<file path="src/rtl/ctrl_pkg.sv">
// ctrl_pkg: opcode encodings, control bundle type and opcode classification shared by the sequencer
package ctrl_pkg;

    localparam logic [4:0] OP_NOP          = 5'd0;
    localparam logic [4:0] OP_ADD          = 5'd1;
    localparam logic [4:0] OP_ADDI         = 5'd2;
    localparam logic [4:0] OP_SUB          = 5'd3;
    localparam logic [4:0] OP_MOV          = 5'd4;
    localparam logic [4:0] OP_MOVI         = 5'd5;
    localparam logic [4:0] OP_SHL          = 5'd6;
    localparam logic [4:0] OP_SHR          = 5'd7;
    localparam logic [4:0] OP_SHLI         = 5'd8;
    localparam logic [4:0] OP_SHRI         = 5'd9;
    localparam logic [4:0] OP_AND          = 5'd10;
    localparam logic [4:0] OP_OR           = 5'd11;
    localparam logic [4:0] OP_ROT_L        = 5'd12;
    localparam logic [4:0] OP_BIT_MASK     = 5'd13;
    localparam logic [4:0] OP_XOR_REG      = 5'd14;
    localparam logic [4:0] OP_XOR_ADD_REG  = 5'd15;
    localparam logic [4:0] OP_LOAD_BYTE    = 5'd16;
    localparam logic [4:0] OP_LOAD_TOP     = 5'd17;
    localparam logic [4:0] OP_LOAD_LOWER_H = 5'd18;
    localparam logic [4:0] OP_LOAD_UPPER_H = 5'd19;
    localparam logic [4:0] OP_STORE_BYTE   = 5'd20;
    localparam logic [4:0] OP_STORE_TOP    = 5'd21;
    localparam logic [4:0] OP_STORE_TOP_I  = 5'd22;
    localparam logic [4:0] OP_SWAP         = 5'd23;
    localparam logic [4:0] OP_BEQ          = 5'd24;
    localparam logic [4:0] OP_B            = 5'd25;
    localparam logic [4:0] OP_B_LOOKUP     = 5'd26;

    typedef enum logic [2:0] {
        CLS_NOP,
        CLS_ALU,
        CLS_MEM_RD,
        CLS_MEM_WR,
        CLS_SWAP,
        CLS_BR
    } op_class_e;

    typedef struct packed {
        logic       reg_write;
        logic       mem_write;
        logic       mem_read;
        logic       alu_in2_sel;
        logic [1:0] imm_ctr;
        logic [1:0] imm_or_lut;
        logic       num_bits;
        logic       rxor;
        logic       regfile_dat_sel;
        logic       regfile_wr_sel;
    } ctrl_t;

    // Encodings are grouped by class, so classification is a chain of range checks
    function automatic op_class_e op_class(input logic [4:0] op);
        return (op == OP_NOP)          ? CLS_NOP    :
               (op <= OP_XOR_ADD_REG)  ? CLS_ALU    :
               (op <= OP_LOAD_UPPER_H) ? CLS_MEM_RD :
               (op <= OP_STORE_TOP_I)  ? CLS_MEM_WR :
               (op == OP_SWAP)         ? CLS_SWAP   :
               (op <= OP_B_LOOKUP)     ? CLS_BR     : CLS_NOP;
    endfunction

endpackage

</file>
<file path="src/rtl/ctrl_decode.sv">
// ctrl_decode: combinational opcode to control bundle, class and illegal flag
module ctrl_decode
    import ctrl_pkg::*;
#(
    parameter int unsigned OP_W = 5
) (
    input  logic [OP_W-1:0] opcode_i,
    output ctrl_t           ctrl_o,
    output op_class_e       cls_o,
    output logic            br_cond_o,
    output logic            illegal_o
);

    logic [4:0] op;
    logic       hi;
    logic       imm;

    assign op = opcode_i[4:0];
    assign hi = |(opcode_i >> 5);

    // Any opcode with a bit set above bit 4 decodes as an illegal no-op
    always_comb begin
        cls_o     = hi ? CLS_NOP : op_class(op);
        illegal_o = hi || (op > OP_B_LOOKUP);
        br_cond_o = !hi && (op == OP_BEQ);
        imm       = !hi && (op inside {OP_ADDI, OP_MOVI, OP_SHLI, OP_SHRI, OP_BIT_MASK});
        ctrl_o             = '0;
        ctrl_o.reg_write   = (cls_o == CLS_ALU) || (cls_o == CLS_SWAP);
        ctrl_o.mem_read    = cls_o == CLS_MEM_RD;
        ctrl_o.mem_write   = cls_o == CLS_MEM_WR;
        ctrl_o.alu_in2_sel = imm;
        ctrl_o.imm_ctr     = imm ? 2'b10 : 2'b00;
        ctrl_o.num_bits    = !hi && (op == OP_BIT_MASK);
        ctrl_o.rxor        = !hi && (op inside {OP_XOR_REG, OP_XOR_ADD_REG});
        ctrl_o.imm_or_lut  = (!hi && (op == OP_B_LOOKUP)) ? 2'b01 : 2'b00;
    end

endmodule

</file>
<file path="src/rtl/ctrl_sequencer.sv">
// ctrl_sequencer: handshake-driven multi-cycle control FSM with memory wait timeout, SWAP phases and branch flush
module ctrl_sequencer
    import ctrl_pkg::*;
#(
    parameter int unsigned OP_W     = 5,
    parameter int unsigned MEM_TMO  = 15,
    parameter int unsigned SWAP_CYC = 2
) (
    input  logic            clk,
    input  logic            reset_n,
    input  logic            instr_valid,
    input  logic [OP_W-1:0] opcode,
    output logic            instr_ready,
    input  logic            alu_branch,
    input  logic            mem_ready,
    output ctrl_t           ctrl,
    output logic            swap_phase,
    output logic            jump_en,
    output logic            flush,
    output logic            busy,
    output logic            illegal_op,
    output logic            mem_err
);

    localparam logic [2:0] S_IDLE     = 3'd0;
    localparam logic [2:0] S_EXEC     = 3'd1;
    localparam logic [2:0] S_MEM_WAIT = 3'd2;
    localparam logic [2:0] S_SWAP2    = 3'd3;
    localparam logic [2:0] S_FLUSH    = 3'd4;
    localparam logic [7:0] TMO        = 8'(MEM_TMO);

    logic [2:0] state_q, state_d;
    ctrl_t      ctrl_q, ctrl_d;
    op_class_e  cls_q, cls_d;
    logic       cond_q, cond_d;
    logic       ill_q, ill_d;
    logic       mem_err_q, mem_err_d;
    logic [7:0] cnt_q, cnt_d;

    ctrl_t      dec_ctrl;
    op_class_e  dec_cls;
    logic       dec_cond;
    logic       dec_ill;

    logic       accept;
    logic       taken;
    logic       single;
    logic       load_done;
    logic       mem_tmo;

    ctrl_decode #(.OP_W(OP_W)) u_decode (
        .opcode_i  (opcode),
        .ctrl_o    (dec_ctrl),
        .cls_o     (dec_cls),
        .br_cond_o (dec_cond),
        .illegal_o (dec_ill)
    );

    assign taken       = (state_q == S_EXEC) && (cls_q == CLS_BR) && (!cond_q || alu_branch);
    assign single      = (cls_q == CLS_ALU) || (cls_q == CLS_NOP) ||
                         ((cls_q == CLS_SWAP) && (SWAP_CYC == 1)) ||
                         ((cls_q == CLS_BR) && !taken);
    assign instr_ready = reset_n && ((state_q == S_IDLE) || ((state_q == S_EXEC) && single));
    assign accept      = instr_valid && instr_ready;
    assign load_done   = (state_q == S_MEM_WAIT) && mem_ready && (cls_q == CLS_MEM_RD);
    assign mem_tmo     = (state_q == S_MEM_WAIT) && !mem_ready && (cnt_q == TMO);

    // Next state: an accept always starts a new EXEC; otherwise each multi-cycle state runs out to IDLE
    always_comb begin
        state_d   = S_IDLE;
        ctrl_d    = '0;
        cls_d     = cls_q;
        cond_d    = cond_q;
        ill_d     = 1'b0;
        cnt_d     = 8'd0;
        mem_err_d = mem_err_q || mem_tmo;
        if (accept) begin
            state_d = S_EXEC;
            ctrl_d  = dec_ctrl;
            cls_d   = dec_cls;
            cond_d  = dec_cond;
            ill_d   = dec_ill;
        end else begin
            case (state_q)
                S_EXEC: begin
                    if ((cls_q == CLS_MEM_RD) || (cls_q == CLS_MEM_WR)) begin
                        state_d          = S_MEM_WAIT;
                        ctrl_d.mem_read  = ctrl_q.mem_read;
                        ctrl_d.mem_write = ctrl_q.mem_write;
                        cnt_d            = 8'd1;
                    end else if ((cls_q == CLS_SWAP) && (SWAP_CYC == 2)) begin
                        state_d               = S_SWAP2;
                        ctrl_d.reg_write      = 1'b1;
                        ctrl_d.regfile_wr_sel = 1'b1;
                    end else begin
                        state_d = taken ? S_FLUSH : S_IDLE;
                    end
                end
                S_MEM_WAIT: begin
                    if (!mem_ready && !mem_tmo) begin
                        state_d          = S_MEM_WAIT;
                        ctrl_d.mem_read  = ctrl_q.mem_read;
                        ctrl_d.mem_write = ctrl_q.mem_write;
                        cnt_d            = cnt_q + 8'd1;
                    end
                end
                default: state_d = S_IDLE;
            endcase
        end
    end

    // State and registered outputs, cleared immediately by reset
    always_ff @(posedge clk or negedge reset_n) begin
        if (!reset_n) begin
            state_q   <= S_IDLE;
            ctrl_q    <= '0;
            cls_q     <= CLS_NOP;
            cond_q    <= 1'b0;
            ill_q     <= 1'b0;
            cnt_q     <= 8'd0;
            mem_err_q <= 1'b0;
        end else begin
            state_q   <= state_d;
            ctrl_q    <= ctrl_d;
            cls_q     <= cls_d;
            cond_q    <= cond_d;
            ill_q     <= ill_d;
            cnt_q     <= cnt_d;
            mem_err_q <= mem_err_d;
        end
    end

    // Load completion writes the returned data in the same cycle memory reports ready
    always_comb begin
        ctrl                 = ctrl_q;
        ctrl.reg_write       = ctrl_q.reg_write || load_done;
        ctrl.regfile_dat_sel = ctrl_q.regfile_dat_sel || load_done;
    end

    assign swap_phase = state_q == S_SWAP2;
    assign jump_en    = taken;
    assign flush      = state_q == S_FLUSH;
    assign busy       = state_q != S_IDLE;
    assign illegal_op = ill_q;
    assign mem_err    = mem_err_q;

endmodule
</file>
<file path="config.mk">
export PLATFORM = sky130hd
export DESIGN_NAME = ctrl_sequencer
export DESIGN_NICKNAME = d
export VERILOG_FILES = /design/src/rtl/ctrl_pkg.sv /design/src/rtl/ctrl_decode.sv /design/src/rtl/ctrl_sequencer.sv
export SDC_FILE = /design/constraint.sdc
export NUM_CORES = 1
export LEC_CHECK = 0
export CAP_MARGIN = 5
export CORE_UTILIZATION = 30
export CTS_BUF_LIST = sky130_fd_sc_hd__clkbuf_4
export DETAILED_ROUTE_END_ITERATION = 16
export PLACE_DENSITY_LB_ADDON = 0.05
export SYNTH_ARGS = -nofsm -noshare
export SYNTH_HDL_FRONTEND = slang
export SYNTH_SLANG_ARGS = --single-unit
</file>
<file path="constraint.sdc">
create_clock -name clk -period 1.9 [get_ports clk]
set_clock_uncertainty 0.1 [all_clocks]
set_input_delay 0.38 -clock clk [delete_from_list [all_inputs] [get_ports clk]]
set_output_delay 0.38 -clock clk [all_outputs]
set_load 0.01 [all_outputs]
</file>
==> results.tsv, run 1 <==
metric	value	unit
syn_to_final_growth	41.6	%
placed_area	0.00171	mm²
hold_class	reg2reg	
fin_nets	188	
async_flop_share	1.00	
power_density	652	mW/mm²
start_util	0.320	
path_clk_slew	0.14	ns
synth_cell_types	48	
synth_warnings	0	
die_area	0.00465	mm²
diodes	0	
startpoint_type	register	
final-hold-violation-count	0	
place_ws	-0.373	ns
finalMaxSlewViolations	0	
antenna_found_initial	0	
synth_top_area_share	0.476	
slowest_delay	0.41	ns
grt_pass1_wl	4810	µm
grt_pass1_vias	1049	
r2r-start	state_q[0]	
arrival	1.46	ns
clk_latency	0.31	ns
tritoncts	yes	
num_vias	1099	
fin_ws	-0.0367	ns
cap_violations	0	
drive_above_1_share	0.352	
grt_start_max_net_pins	17	
first_pass_iters	4	
netlist_area	0.00132	mm²
synth-seq-cells	25	
hold_end	mem_err	
p_leak	0.000856	µW
globalplace.congestion	0.782	
pin_count	29	
htree_num_levels	1	
reg2reg_slack	0.06	ns
path_buf_inv	1	
rsz0062_at_grt	true	
std_cell_rows	23	
post-route-period-util	1.02	
yosysTopAreaCell	dfrtp_1	
critPathTopFamily	simple AND/OR/NAND/NOR gates	
wl_per_cell	13.4	µm
required	1.42	ns
cts_max_path_buffers	2	
criticalPathCategory	reg2out	
rr_endpoint	ctrl[10]	
rr_worst_depth	6	
violations	negative setup slack	
final_cell_area	0.00186	mm²
grt.total_usage	0.140	
vias_per_cell	4.86	
ys_seq_area_frac	0.476	
ir_drop	0.278	mV
worst_setup_path_end_kind	output port	
drc	0	
die-width	68.2	µm
synth-edff-count	0	
min_path_cells	1	
portBuffers	26	
setup_viol	3	
dp_hpwl	2200	µm
slowest_stage	dfrtp_1	
crit_fanout	3	
clock.fmax	516	MHz
numCtsBuffers	3	
min_from	mem_err	
layout_min_cycle_time	1.94	ns
netlist_instances	131	
cts_root_buf	clkbuf_4	
yosys-top-cells-area	dfrtp_1 (48%), buf_4 (6.3%), nor2_1 (4.6%), o21ai_0 (3.0%), nand2_1 (2.0%)	
status	finished, violations left	
cts_sinks	25	
die_h	68.2	µm
postCtsHoldBufs	0	
synth_common_cells	dfrtp_1 (25), nor2_1 (16), buf_4 (11)	
drt_iter0_markers	30	
synthFlopType	dfrtp_1	
crit_chain	nor3b_2 -> and4b_1 -> or2_4 -> buf_6	
avgSynthCellArea	10.0	µm²
coreArea	0.00412	mm²
drtAntennaViolNets	0	
finalWirelength	3030	µm
yosysMostFrequentCell	dfrtp_1	
gr-total-overflow	0	
[logic make-up after synthesis]
kind of cell | after synthesis | share of synthesized area
buffers and inverters | 19 | 0.0913
adders and majority gates | 1 | 0.00951
xor gates and xnor gates | 6 | 0.0400
muxes | 2 | 0.0162
and+or+nand+nor | 55 | 0.245
DFF | 25 | 0.476
other | 1 | 0.00285
AOI/OAI and AO/OA | 22 | 0.120
[cell usage in the layout, fill, tap and decap left out, types with 2 or more instances in the layout]
cell type / Yosys / layout
and3_1: 2 / 2
buf_4: 11 / 25
a21oi_1: 2 / 2
nor4_2: 0 / 2
buf_2: 0 / 4
clkdlybuf4s50_1: 0 / 18
clkbuf_4: 0 / 4
nand3_1: 4 / 4
nor3b_2: 0 / 2
o21ai_0: 8 / 6
conb_1: 1 / 2
nand2_1: 7 / 7
xor2_1: 3 / 3
nor3_1: 2 / 2
xnor2_1: 3 / 3
dfrtp_1: 25 / 25
buf_6: 1 / 8
inv_1: 3 / 3
and2_1: 2 / 2
nand4b_1: 2 / 2
o21ai_1: 1 / 2
nor2_1: 16 / 15
[what timing repair did]
action | in CTS | in global routing
setup buffers | 4 | 2
pin swaps | 5 | 7
gates cloned | 0 | 1
gates resized for setup | 36 | 18
setup endpoints to repair | 7 | 17
[stage by stage]
step / power, µW / std cells / TNS [ns] / hold WS (ns) / util
2_1_floorplan: 736 / 132 / 0 / -0.0156 / -
3_3_place_gp: 903 / 215 / -2.52 / 0.358 / 0.414
3_5_place_dp: 908 / 215 / -2.80 / 0.365 / 0.414
4_1_cts: 1190 / 223 / -0.0943 / 0.373 / 0.432
5_1_grt: 1300 / 226 / -0.439 / 0.399 / 0.452
6_report: 1210 / 226 / -0.0592 / 0.393 / 0.452
[per-layer routing]
layer	GRT usage	vias to the layer above	wire, µm
met5	0	-	0
met4	0.0599	0	49
met3	0.0233	4	99
met2	0.217	18	1460
met1	0.191	540	1410
li1	-	537	-
[power by group]
part	switching [µW]	internal, µW	total (µW)
logic	164	209	373
registers	30.7	563	594
clock network	150	96.1	246
total	345	869	1210
[worst max-delay path by stage]
| stage | cells past startpoint | slack (ns) | start | end |
|---|---|---|---|---|
| 6_report | 4 | -0.04 | state_q[1] | ctrl[11] |
| 5_1_grt | 4 | -0.14 | cls_q[2] | ctrl[11] |
| 4_1_cts | 5 | -0.05 | state_q[0] | ctrl[11] |
| 3_5_place_dp | 4 | -0.37 | alu_branch | instr_ready |
| 3_3_place_gp | 4 | -0.35 | alu_branch | instr_ready |
| 2_1_floorplan | 4 | 0.35 | cnt_q[4] | state_q[1] |
[flip-flops by register name, summed over array words and instances, names as in the netlist]
| register | count |
|---|---|
| cnt_q | 8 |
| ctrl | 7 |
| cls_q | 3 |
| state_q | 3 |
| cond_q | 1 |
| ctrl_q | 1 |
| illegal_op | 1 |
| mem_err | 1 |
[area by class of cell]
class | count | area [µm²]
Fill cell | 393 | 2250
Multi-Input combinational cell | 88 | 646
Sequential cell | 25 | 626
Timing Repair Buffer | 56 | 487
Tap cell | 50 | 62.6
Clock buffer | 4 | 30.0
Inverter | 3 | 11.3
Note: power is estimated with default switching activity, not from simulation.
==> run 2, diff against run 1 <==
--- a/config.mk
+++ b/config.mk
@@ -9,6 +9,7 @@
 export CORE_UTILIZATION = 30
 export CTS_BUF_LIST = sky130_fd_sc_hd__clkbuf_4
 export DETAILED_ROUTE_END_ITERATION = 16
+export GPL_ROUTABILITY_DRIVEN = 0
 export PLACE_DENSITY_LB_ADDON = 0.05
 export SYNTH_ARGS = -nofsm -noshare
 export SYNTH_HDL_FRONTEND = slang
==> results of run 2 <==
Same layout as run 1: the final DEF is identical, and so are final timing and power.
